===== src/rtl/md_sequencer_pkg.sv =====
// Shared definitions for the iterative RV32M multiply/divide unit:
// funct3 op encodings, FSM states, iteration count, corner-case constants
// and small helpers used by both the sequencer and the iteration step.
package md_sequencer_pkg;

  localparam int XLEN    = 32;
  localparam int MD_ITER = XLEN;

  localparam logic [5:0] MD_LAST_ITER = 6'(MD_ITER - 1);

  localparam logic [2:0] MD_MUL    = 3'b000;
  localparam logic [2:0] MD_MULH   = 3'b001;
  localparam logic [2:0] MD_MULHSU = 3'b010;
  localparam logic [2:0] MD_MULHU  = 3'b011;
  localparam logic [2:0] MD_DIV    = 3'b100;
  localparam logic [2:0] MD_DIVU   = 3'b101;
  localparam logic [2:0] MD_REM    = 3'b110;
  localparam logic [2:0] MD_REMU   = 3'b111;

  localparam logic [XLEN-1:0] MD_OVF_VAL  = 32'h8000_0000;
  localparam logic [XLEN-1:0] MD_ALL_ONES = 32'hFFFF_FFFF;

  typedef enum logic [1:0] {
    S_IDLE = 2'd0,
    S_CALC = 2'd1,
    S_FIX  = 2'd2,
    S_DONE = 2'd3
  } md_state_t;

  // Operand signedness {src_a signed, src_b signed}. MUL only needs the low
  // half, which is the same for any signedness, so it runs unsigned.
  function automatic logic [1:0] md_key(input logic [2:0] op);
    case (op)
      MD_MULH:   md_key = 2'b11;
      MD_MULHSU: md_key = 2'b10;
      MD_DIV:    md_key = 2'b11;
      MD_REM:    md_key = 2'b11;
      default:   md_key = 2'b00;
    endcase
  endfunction

  // Two's-complement negate when neg is set.
  function automatic logic [XLEN-1:0] md_cneg(input logic [XLEN-1:0] v, input logic neg);
    md_cneg = neg ? (~v + {{(XLEN-1){1'b0}}, 1'b1}) : v;
  endfunction

  // Pick the architectural result: lo holds product-low / quotient,
  // hi holds product-high / remainder.
  function automatic logic [XLEN-1:0] md_select(input logic [2:0] op,
                                                input logic [XLEN-1:0] hi,
                                                input logic [XLEN-1:0] lo);
    md_select = ((op == MD_MUL) || (op == MD_DIV) || (op == MD_DIVU)) ? lo : hi;
  endfunction

endpackage


===== src/rtl/md_iter_step.sv =====
// One combinational iteration of the multiply/divide datapath.
// mode=0: shift-add multiply step on {hi,lo} (lo holds the multiplier).
// mode=1: restoring divide step; hi is the partial remainder, lo shifts
// the dividend out and the quotient bits in.
module md_iter_step
  import md_sequencer_pkg::*;
(
  input  logic            mode,
  input  logic [XLEN-1:0] hi,
  input  logic [XLEN-1:0] lo,
  input  logic [XLEN-1:0] operand,
  output logic [XLEN-1:0] hi_next,
  output logic [XLEN-1:0] lo_next
);

  logic [XLEN:0] sum;
  logic [XLEN:0] shifted;
  logic [XLEN:0] diff;

  // Compute the next {hi,lo} for the selected operation.
  always_comb begin
    sum     = {1'b0, hi} + (lo[0] ? {1'b0, operand} : {(XLEN+1){1'b0}});
    shifted = {hi, lo[XLEN-1]};
    diff    = shifted - {1'b0, operand};
    if (mode) begin
      // The partial remainder is below the divisor, so bit XLEN of diff
      // is set exactly when the trial subtraction borrows.
      if (!diff[XLEN]) begin
        hi_next = diff[XLEN-1:0];
        lo_next = {lo[XLEN-2:0], 1'b1};
      end else begin
        hi_next = shifted[XLEN-1:0];
        lo_next = {lo[XLEN-2:0], 1'b0};
      end
    end else begin
      hi_next = sum[XLEN:1];
      lo_next = {sum[0], lo[XLEN-1:1]};
    end
  end

endmodule


===== src/rtl/md_sequencer.sv =====
// Iterative RV32M multiply/divide unit for the EX stage. Holds the pipeline
// via stall_o for 34 cycles per operation and strobes done for one cycle
// with the result. Divide-by-zero and signed overflow finish in one cycle.
// Optional result cache enabled by defining MD_OPCACHE_EN.
module md_sequencer
  import md_sequencer_pkg::*;
(
  input  logic            clk,
  input  logic            rst,
  input  logic            start,
  input  logic [2:0]      op,
  input  logic [XLEN-1:0] src_a,
  input  logic [XLEN-1:0] src_b,
  input  logic            flush,
  output logic            stall_o,
  output logic            busy,
  output logic            done,
  output logic [XLEN-1:0] result
);

  md_state_t       state;
  logic [5:0]      cnt;
  logic [2:0]      op_r;
  logic [XLEN-1:0] hi_r, lo_r, operand_r;
  logic            neg_main_r, neg_rem_r;
  logic [XLEN-1:0] result_r;
  logic            done_r;

  logic            is_div, a_neg, b_neg, div_zero, div_ovf, accept;
  logic [1:0]      key;
  logic [XLEN-1:0] abs_a, abs_b, fast_quo, fast_rem;
  logic [XLEN-1:0] step_hi, step_lo, fix_hi, fix_lo;
  logic [2*XLEN-1:0] prod;
  logic            cache_hit;
  logic [XLEN-1:0] cache_res;

  assign accept  = (state == S_IDLE) && start && !flush;
  assign stall_o = accept || (state == S_CALC) || (state == S_FIX);
  assign busy    = (state != S_IDLE);
  assign done    = done_r;
  assign result  = result_r;

  // Decode the incoming operation: signs, magnitudes and divide corner cases.
  always_comb begin
    is_div   = op[2];
    key      = md_key(op);
    a_neg    = key[1] && src_a[XLEN-1];
    b_neg    = key[0] && src_b[XLEN-1];
    abs_a    = md_cneg(src_a, a_neg);
    abs_b    = md_cneg(src_b, b_neg);
    div_zero = is_div && (src_b == {XLEN{1'b0}});
    div_ovf  = ((op == MD_DIV) || (op == MD_REM)) &&
               (src_a == MD_OVF_VAL) && (src_b == MD_ALL_ONES);
    if (div_zero) begin
      fast_quo = MD_ALL_ONES;
      fast_rem = src_a;
    end else begin
      fast_quo = MD_OVF_VAL;
      fast_rem = {XLEN{1'b0}};
    end
  end

  md_iter_step u_step (
    .mode    (op_r[2]),
    .hi      (hi_r),
    .lo      (lo_r),
    .operand (operand_r),
    .hi_next (step_hi),
    .lo_next (step_lo)
  );

  // Sign correction of the finished magnitude result.
  always_comb begin
    prod = {hi_r, lo_r};
    if (op_r[2]) begin
      fix_lo = md_cneg(lo_r, neg_main_r);
      fix_hi = md_cneg(hi_r, neg_rem_r);
    end else begin
      if (neg_main_r) begin
        prod = ~prod + {{(2*XLEN-1){1'b0}}, 1'b1};
      end else begin
        prod = {hi_r, lo_r};
      end
      fix_hi = prod[2*XLEN-1:XLEN];
      fix_lo = prod[XLEN-1:0];
    end
  end

`ifdef MD_OPCACHE_EN
  logic            c_valid, c_div;
  logic [1:0]      c_key;
  logic [XLEN-1:0] c_a, c_b, c_hi, c_lo, p_a, p_b;

  // A MUL can reuse any cached product; other ops need matching signedness
  // because the high half and the quotient depend on it.
  assign cache_hit = c_valid && (src_a == c_a) && (src_b == c_b) && (c_div == is_div) &&
                     ((op == MD_MUL) || (c_key == key));
  assign cache_res = md_select(op, c_hi, c_lo);

  // Remember the last completed operation; flush or reset invalidates it.
  always_ff @(posedge clk or posedge rst) begin
    if (rst) begin
      c_valid <= 1'b0;
      c_div   <= 1'b0;
      c_key   <= 2'b00;
      c_a     <= {XLEN{1'b0}};
      c_b     <= {XLEN{1'b0}};
      c_hi    <= {XLEN{1'b0}};
      c_lo    <= {XLEN{1'b0}};
      p_a     <= {XLEN{1'b0}};
      p_b     <= {XLEN{1'b0}};
    end else if (flush) begin
      c_valid <= 1'b0;
    end else if (accept && (div_zero || div_ovf)) begin
      c_valid <= 1'b1;
      c_div   <= 1'b1;
      c_key   <= key;
      c_a     <= src_a;
      c_b     <= src_b;
      c_hi    <= fast_rem;
      c_lo    <= fast_quo;
    end else if (accept && !cache_hit) begin
      p_a <= src_a;
      p_b <= src_b;
    end else if (state == S_FIX) begin
      c_valid <= 1'b1;
      c_div   <= op_r[2];
      c_key   <= md_key(op_r);
      c_a     <= p_a;
      c_b     <= p_b;
      c_hi    <= fix_hi;
      c_lo    <= fix_lo;
    end
  end
`else
  assign cache_hit = 1'b0;
  assign cache_res = {XLEN{1'b0}};
`endif

  // Sequencer FSM with iteration counter and registered result/done.
  always_ff @(posedge clk or posedge rst) begin
    if (rst) begin
      state      <= S_IDLE;
      cnt        <= 6'd0;
      op_r       <= 3'b000;
      hi_r       <= {XLEN{1'b0}};
      lo_r       <= {XLEN{1'b0}};
      operand_r  <= {XLEN{1'b0}};
      neg_main_r <= 1'b0;
      neg_rem_r  <= 1'b0;
      result_r   <= {XLEN{1'b0}};
      done_r     <= 1'b0;
    end else begin
      done_r <= 1'b0;
      if (flush) begin
        state <= S_IDLE;
      end else begin
        case (state)
          S_IDLE: begin
            if (start) begin
              op_r <= op;
              cnt  <= 6'd0;
              if (div_zero || div_ovf) begin
                state    <= S_DONE;
                done_r   <= 1'b1;
                result_r <= md_select(op, fast_rem, fast_quo);
              end else if (cache_hit) begin
                state    <= S_DONE;
                done_r   <= 1'b1;
                result_r <= cache_res;
              end else begin
                state      <= S_CALC;
                hi_r       <= {XLEN{1'b0}};
                lo_r       <= is_div ? abs_a : abs_b;
                operand_r  <= is_div ? abs_b : abs_a;
                neg_main_r <= a_neg ^ b_neg;
                neg_rem_r  <= a_neg;
              end
            end
          end
          S_CALC: begin
            hi_r <= step_hi;
            lo_r <= step_lo;
            cnt  <= cnt + 6'd1;
            if (cnt == MD_LAST_ITER) begin
              state <= S_FIX;
            end
          end
          S_FIX: begin
            hi_r     <= fix_hi;
            lo_r     <= fix_lo;
            result_r <= md_select(op_r, fix_hi, fix_lo);
            done_r   <= 1'b1;
            state    <= S_DONE;
          end
          S_DONE: begin
            state <= S_IDLE;
          end
          default: begin
            state <= S_IDLE;
          end
        endcase
      end
    end
  end

endmodule


===== config.mk =====
export PLATFORM = sky130hd
export DESIGN_NAME = md_sequencer
export DESIGN_NICKNAME = d
export VERILOG_FILES = /design/src/rtl/md_sequencer_pkg.sv /design/src/rtl/md_iter_step.sv /design/src/rtl/md_sequencer.sv
export SDC_FILE = /design/constraint.sdc
export NUM_CORES = 1
export LEC_CHECK = 0
export ABC_AREA = 1
export CORE_MARGIN = 3
export CORE_UTILIZATION = 30
export DETAILED_ROUTE_END_ITERATION = 12
export HOLD_SLACK_MARGIN = 0.08
export PLACE_DENSITY = 0.49
export RECOVER_POWER = 50
export SLEW_MARGIN = 5
export SYNTH_ARGS = -nofsm -noshare
export SYNTH_HDL_FRONTEND = slang
export SYNTH_SLANG_ARGS = --single-unit

===== constraint.sdc =====
create_clock -name clk -period 11.3 [get_ports clk]
set_input_delay 1.695 -clock clk [delete_from_list [all_inputs] [get_ports clk]]
set_output_delay 1.695 -clock clk [all_outputs]
set_load 0.005 [all_outputs]

==> impl_metrics.tcl, run 1 <==
set metrics [dict create \
    yosys.area.top_type "nand2_1" \
    crit_path_end "stall_o" \
    cts_tree "built" \
    cts_hold_buf 0 \
    worstSetupPathType "input pin to output port" \
    syn_inst 3458 \
    viasPerCell 5.08 \
    die_h_microns 257 \
    yosys.area_share.simple_pct 45.1 \
    drv_cap 1 \
    synth_xor_area_share_pct 4.53 \
    fillers 7256 \
    drcViolationCount 0 \
    top_usage_layer "met2" \
    min_path_cells 2 \
    cts_sinks 142 \
    worst_slack_ns 5.52 \
    grt.total_usage_pct 26.7 \
    syn_to_final_growth_pct 12.0 \
    syn_area_per_cell_sq_um 5.48 \
    power.leakage_nw 11.8 \
    slew_headroom_pct -136 \
    cp.arrival_ns 4.09 \
    cp.required_ns 9.61 \
    die_area_sq_um 66200 \
    drive_above_1_share_pct 3.55 \
    clock.fmax_ghz 0.173 \
    insertion_delay_ns 0.47 \
    synth_ff_type "dfrtp_1" \
    tightest_slew_ns 3.51 \
    antenna_cells 0 \
    ir_worst_vdd_mv 0.134 \
    hpwlAfterDp_microns 72900 \
    grt_pass1_wl_microns 133000 \
    rsz0062_at_grt "no" \
    startpoint_type "input pin" \
    drtPass1Iterations 6 \
    use_met1_pct 35.6 \
    cts-resized-gates 0 \
    num_io_pins 106 \
    synth_top_area_share_pct 25.8 \
    worstPathMaxFanout 9 \
    synth_commonest_cells "nand2_1 (1303), inv_1 (508), nor2_1 (308), nand3_1 (304), o21ai_0 (187)" \
    synth_area_sq_um 19000 \
    ys_warn_count 0 \
    numCtsBuffers 17 \
    syn_nets 3606 \
    slew_viol_final 70 \
    h-tree-depth 4 \
    final.setup.tns_ns 0 \
    io_buffers 105 \
    wl_per_cell_microns 20.8 \
    grt_pass1_vias 20550 \
    root_buffer "clkbuf_16" \
    grt_max_degree 75 \
    hold_ws_ns 0.477 \
    outcome "finished with violations" \
    ys_types 53 \
    synth_top_family_by_area "simple AND/OR/NAND/NOR gates" \
    yosysSeqAreaShare_pct 18.7 \
    place_congestion 0.982 \
    met2_usage_pct 43.5 \
    synth_compound_area_share_pct 13.0 \
    wl_microns 90000 \
    synth_edf_count 0 \
    rr_endpoint "hi_r[21]$_DFFE_PP0P_" \
    fp.dieW_microns 257 \
    std_cell_rows 91 \
    vias 22013 \
    clkSlewWorstSetupHoldPaths_ns 0.06 \
    initial_utilization_pct 30.5 \
    post-cts-setup-buffers 0 \
    end_kind "output port" \
    core-area_sq_um 62200 \
    yosys.area_share.adder_pct 5.16 \
    clock-skew-final_ns 0.0144 \
    drtIter0Drc 2092 \
    utilization_pct 34.1 \
    fin_nets 3630 \
    grt_use_met3_pct 3.08 \
    setup_violations 0 \
    globalRouteOverflowTotal 0 \
    hold_class "register to register" \
    ys_async_sr_fraction_pct 100 \
    failed_checks "max-capacitance violations, max-slew violations" \
    r2r_slack_ns 7.31 \
    r2r_cells 20 \
    r2r-start "lo_r[31]$_DFFE_PP0P_" \
    yosys.cell_count.top_type "nand2_1" \
    p_per_area_nw_per_um2 261 \
    final_hold_viol_count 0 \
    pre_cts_ws_ns 5.63 \
    finalCritPeriodShare_pct 51.2 \
    period_minus_slack_ns 5.78 \
    antenna_found_initial 2 \
    ys_top_cells_by_area "nand2_1 (26%), dfrtp_1 (19%), inv_1 (10%)" \
    ant_nets 0 \
    ys_seq_elements 142 \
    startpoint "start" \
    synth.mux.area_fraction_pct 0.0528 \
    cts_buffer_depth 2 \
]
-- report_power, final --
part	switching (W)	leakage (nW)	internal [W]	total [W]
clock network	0.000273	0.288	0.000333	0.000606
registers	0.000305	1.84	0.000703	0.00101
logic	0.00276	9.64	0.00116	0.00392
total	0.00334	11.8	0.00220	0.00553
-- cell families after synthesis --
kind of cell | count (synthesis)
and+or+nand+nor | 2062
buffers and inverters | 643
AOI/OAI and AO/OA | 435
DFF | 142
xor gates and xnor gates | 98
adders and majority gates | 77
muxes | 1
-- registers in the layout, indices dropped and copies added, names as in the netlist, 2 cells and up --
signal	flops
hi_r	32
lo_r	32
state	2
result	32
cnt	6
operand_r	32
op_r	3
-- cell type report --
cell class              instances  area (sq um)  area share, %
multi-input cells            2673         12900           60.6
inverters                     526          1980           9.32
clock buffers                  18           429           2.02
well taps                     837          1050           4.93
flip-flops and latches        142          3560           16.8
clock inverters                14           170          0.802
repair buffers                122          1170           5.53
-- per-layer routing --
layer	up-vias	share of wire (%)
li1	10910	-
met1	10227	44
met5	-	0.018
met3	125	5.6
met4	2	4.6
met2	749	45
-- cells in the final DEF (no fill, tap or decap), drive strengths merged, types with 28 or more instances in the layout --
cell type	instances
a21oi	129
inv	531
xor2	82
ha	75
o21ai	207
dfrtp	142
dlygate4sd3	36
nand2	1314
o211ai	49
nand4	47
nor2	322
nand3	309
nor3	28
clkdlybuf4s50	68
-- how the worst min path moves through the flow --
stage	startpoint	end	slack, ns
floorplan	op_r[0]$_DFFE_PP0P_	op_r[0]$_DFFE_PP0P_	0.45
global placement	result[6]$_DFFE_PP0P_	result[6]$_DFFE_PP0P_	0.47
detailed placement	result[11]$_DFFE_PP0P_	result[11]$_DFFE_PP0P_	0.46
CTS	result[0]$_DFFE_PP0P_	result[0]$_DFFE_PP0P_	0.49
global route	result[5]$_DFFE_PP0P_	result[5]$_DFFE_PP0P_	0.51
finish	result[0]$_DFFE_PP0P_	result[0]$_DFFE_PP0P_	0.48
-- critical path, cell delays in order --
cell and delay, ns:
dlygate4sd3_1 0.61, nor2_1 0.09, nor2_1 0.50, nand2_1 0.42, nand3_1 0.21, clkdlybuf4s50_1 0.55
-- metrics by stage --
step | area [sq um] | total power [W] | cells
after floorplan | 19000 | 0.00348 | 3458
after global placement | 20600 | 0.00489 | 4300
after detailed placement | 20600 | 0.00487 | 4300
after CTS | 21200 | 0.00550 | 4332
after global routing | 21200 | 0.00601 | 4332
final | 21200 | 0.00553 | 4332
Power figures use the tool's default switching activity.
==> run 2, diff against run 1 <==
Clock period 11.3 ns to 6.1 ns, I/O delays scaled along.
==> run 2 against run 1 <==
  * The run still ends with max-capacitance violations, max-slew violations left
  * First-iteration DRC count shrank 4.5%
  * Die area is the same
  * Via count grew 0.12%
  * Critical endpoint is now operand_r[23]$_DFFE_PP0P_
  * Largest cell class unchanged
==> impl_metrics.tcl, run 2 (synthesized netlist as in run 1, its figures left out) <==
set metrics [dict create \
    numCtsBuffers 17 \
    min_path_cells 2 \
    fin_nets 3636 \
    route.met3.wl_microns 5690 \
    wl_microns 89000 \
    place_congestion 0.995 \
    initial_utilization_pct 30.5 \
    dr_wl_met2_microns 40100 \
    slowest_stage "clkinvlp_2" \
    utilization_pct 34.2 \
    drive_above_1_share_pct 3.66 \
    regArea_sq_um 3560 \
    setup_violations 0 \
    clkSlewWorstSetupHoldPaths_ns 0.06 \
    fp.dieW_microns 257 \
    ir_worst_vdd_mv 0.180 \
    slowest_delay_ns 2.03 \
    antenna_found_initial 0 \
    final_cell_mix "nand2_1 (1303), inv_1 (507), nor2_1 (309), nand3_1 (304), o21ai_0 (187)" \
    tightest_slew_ns 3.73 \
    final.setup.tns_ns 0 \
    highest_layer "met4" \
    num_io_pins 106 \
    drcViolationCount 0 \
    slew_viol_final 68 \
    worstSetupPathType "input pin to async pin" \
    cp.arrival_ns 4.62 \
    grt.total_usage_pct 26.3 \
    io_buffers 105 \
    power.leakage_nw 11.8 \
    r2r_cells 20 \
    globalRouteOverflowTotal 0 \
    insertion_delay_ns 0.47 \
    wl_met1_microns 39200 \
    antenna_cells 0 \
    worstPathMaxFanout 67 \
    std_cell_rows 91 \
    die_h_microns 257 \
    viasPerCell 5.08 \
    pre_cts_ws_ns 2.02 \
    wl_per_cell_microns 20.5 \
    crit_path_cell_trace "dlygate4sd3_1, clkinvlp_2, clkbuf_1" \
    core-area_sq_um 62200 \
    hold_ws_ns 0.475 \
    final_hold_viol_count 0 \
    p_per_area_nw_per_um2 479 \
    drtPass1Iterations 6 \
    cts-resized-gates 0 \
    grt_pass1_wl_microns 132000 \
    end_kind "async pin" \
    clock.fmax_ghz 0.235 \
    hpwlAfterDp_microns 72400 \
    grt_pass1_vias 20699 \
    cts_hold_buf 0 \
    cp.required_ns 6.47 \
    failed_checks "max-capacitance violations, max-slew violations" \
    period_minus_slack_ns 4.25 \
    cts_tree "built" \
    drv_cap 1 \
    cts_buffer_depth 2 \
    finalCritPeriodShare_pct 69.7 \
    fillers 7266 \
    root_buffer "clkbuf_16" \
    post-cts-setup-buffers 0 \
    rsz0062_at_grt "no" \
    outcome "finished with violations" \
    final_common_cell "nand2_1" \
    multi_input_area_sq_um 12900 \
    startpoint_type "input pin" \
    grt_max_degree 91 \
    h-tree-depth 4 \
    die_area_sq_um 66200 \
    syn_to_final_growth_pct 12.1 \
    worst_slack_ns 1.85 \
    drtIter0Drc 1997 \
    ant_nets 0 \
    hold_class "register to register" \
    clock-skew-final_ns 0.0192 \
    cts_sinks 142 \
    vias 22039 \
    slew_headroom_pct -150 \
]
## run 2: routing by layer
layer	global-route usage, %	vias up
li1	-	10921
met1	34.8	10172
met2	42.7	805
met3	3.72	141
met4	11.0	0
met5	0	-
## run 2: layout make-up
cell class | count | share of cell area, %
Clock buffer | 19 | 2.08
Sequential cell | 142 | 16.7
Inverter | 526 | 9.31
Clock inverter | 12 | 0.654
Timing Repair Buffer | 128 | 5.72
Tap cell | 837 | 4.93
Multi-Input combinational cell | 2673 | 60.6
## run 2: worst max-delay path, delay by kind of cell
kind / cells / cell delay (ns)
buffers and inverters: 3 / 3.62
## run 2: final timing paths
kind | slack, ns | endpoint | startpoint
worst min-delay path | 0.48 | result[15]$_DFFE_PP0P_ | result[15]$_DFFE_PP0P_
max in group clk | 1.86 | stall_o | start
worst max register to register | 2.24 | hi_r[18]$_DFFE_PP0P_ | lo_r[31]$_DFFE_PP0P_
worst min register to register | 0.48 | result[15]$_DFFE_PP0P_ | result[15]$_DFFE_PP0P_
worst max-delay path | 1.85 | operand_r[23]$_DFFE_PP0P_ | rst
min in group asynchronous | 1.99 | lo_r[21]$_DFFE_PP0P_ | rst
## run 2: report_power, final
group          total (W)  leakage, nW  internal [W]  switching, W
clock            0.00110        0.283      0.000613      0.000486
sequential       0.00183         1.84       0.00130      0.000523
combinational    0.00725         9.66       0.00216       0.00509
total             0.0102         11.8       0.00407       0.00610
## run 2: through the flow
step	instance area (sq um)	total power [W]	std cells
floorplan	19000	0.00644	3458
global placement	20700	0.00905	4306
detailed placement	20700	0.00899	4306
CTS	21300	0.0101	4337
global route	21200	0.0110	4337
finish	21200	0.0102	4337
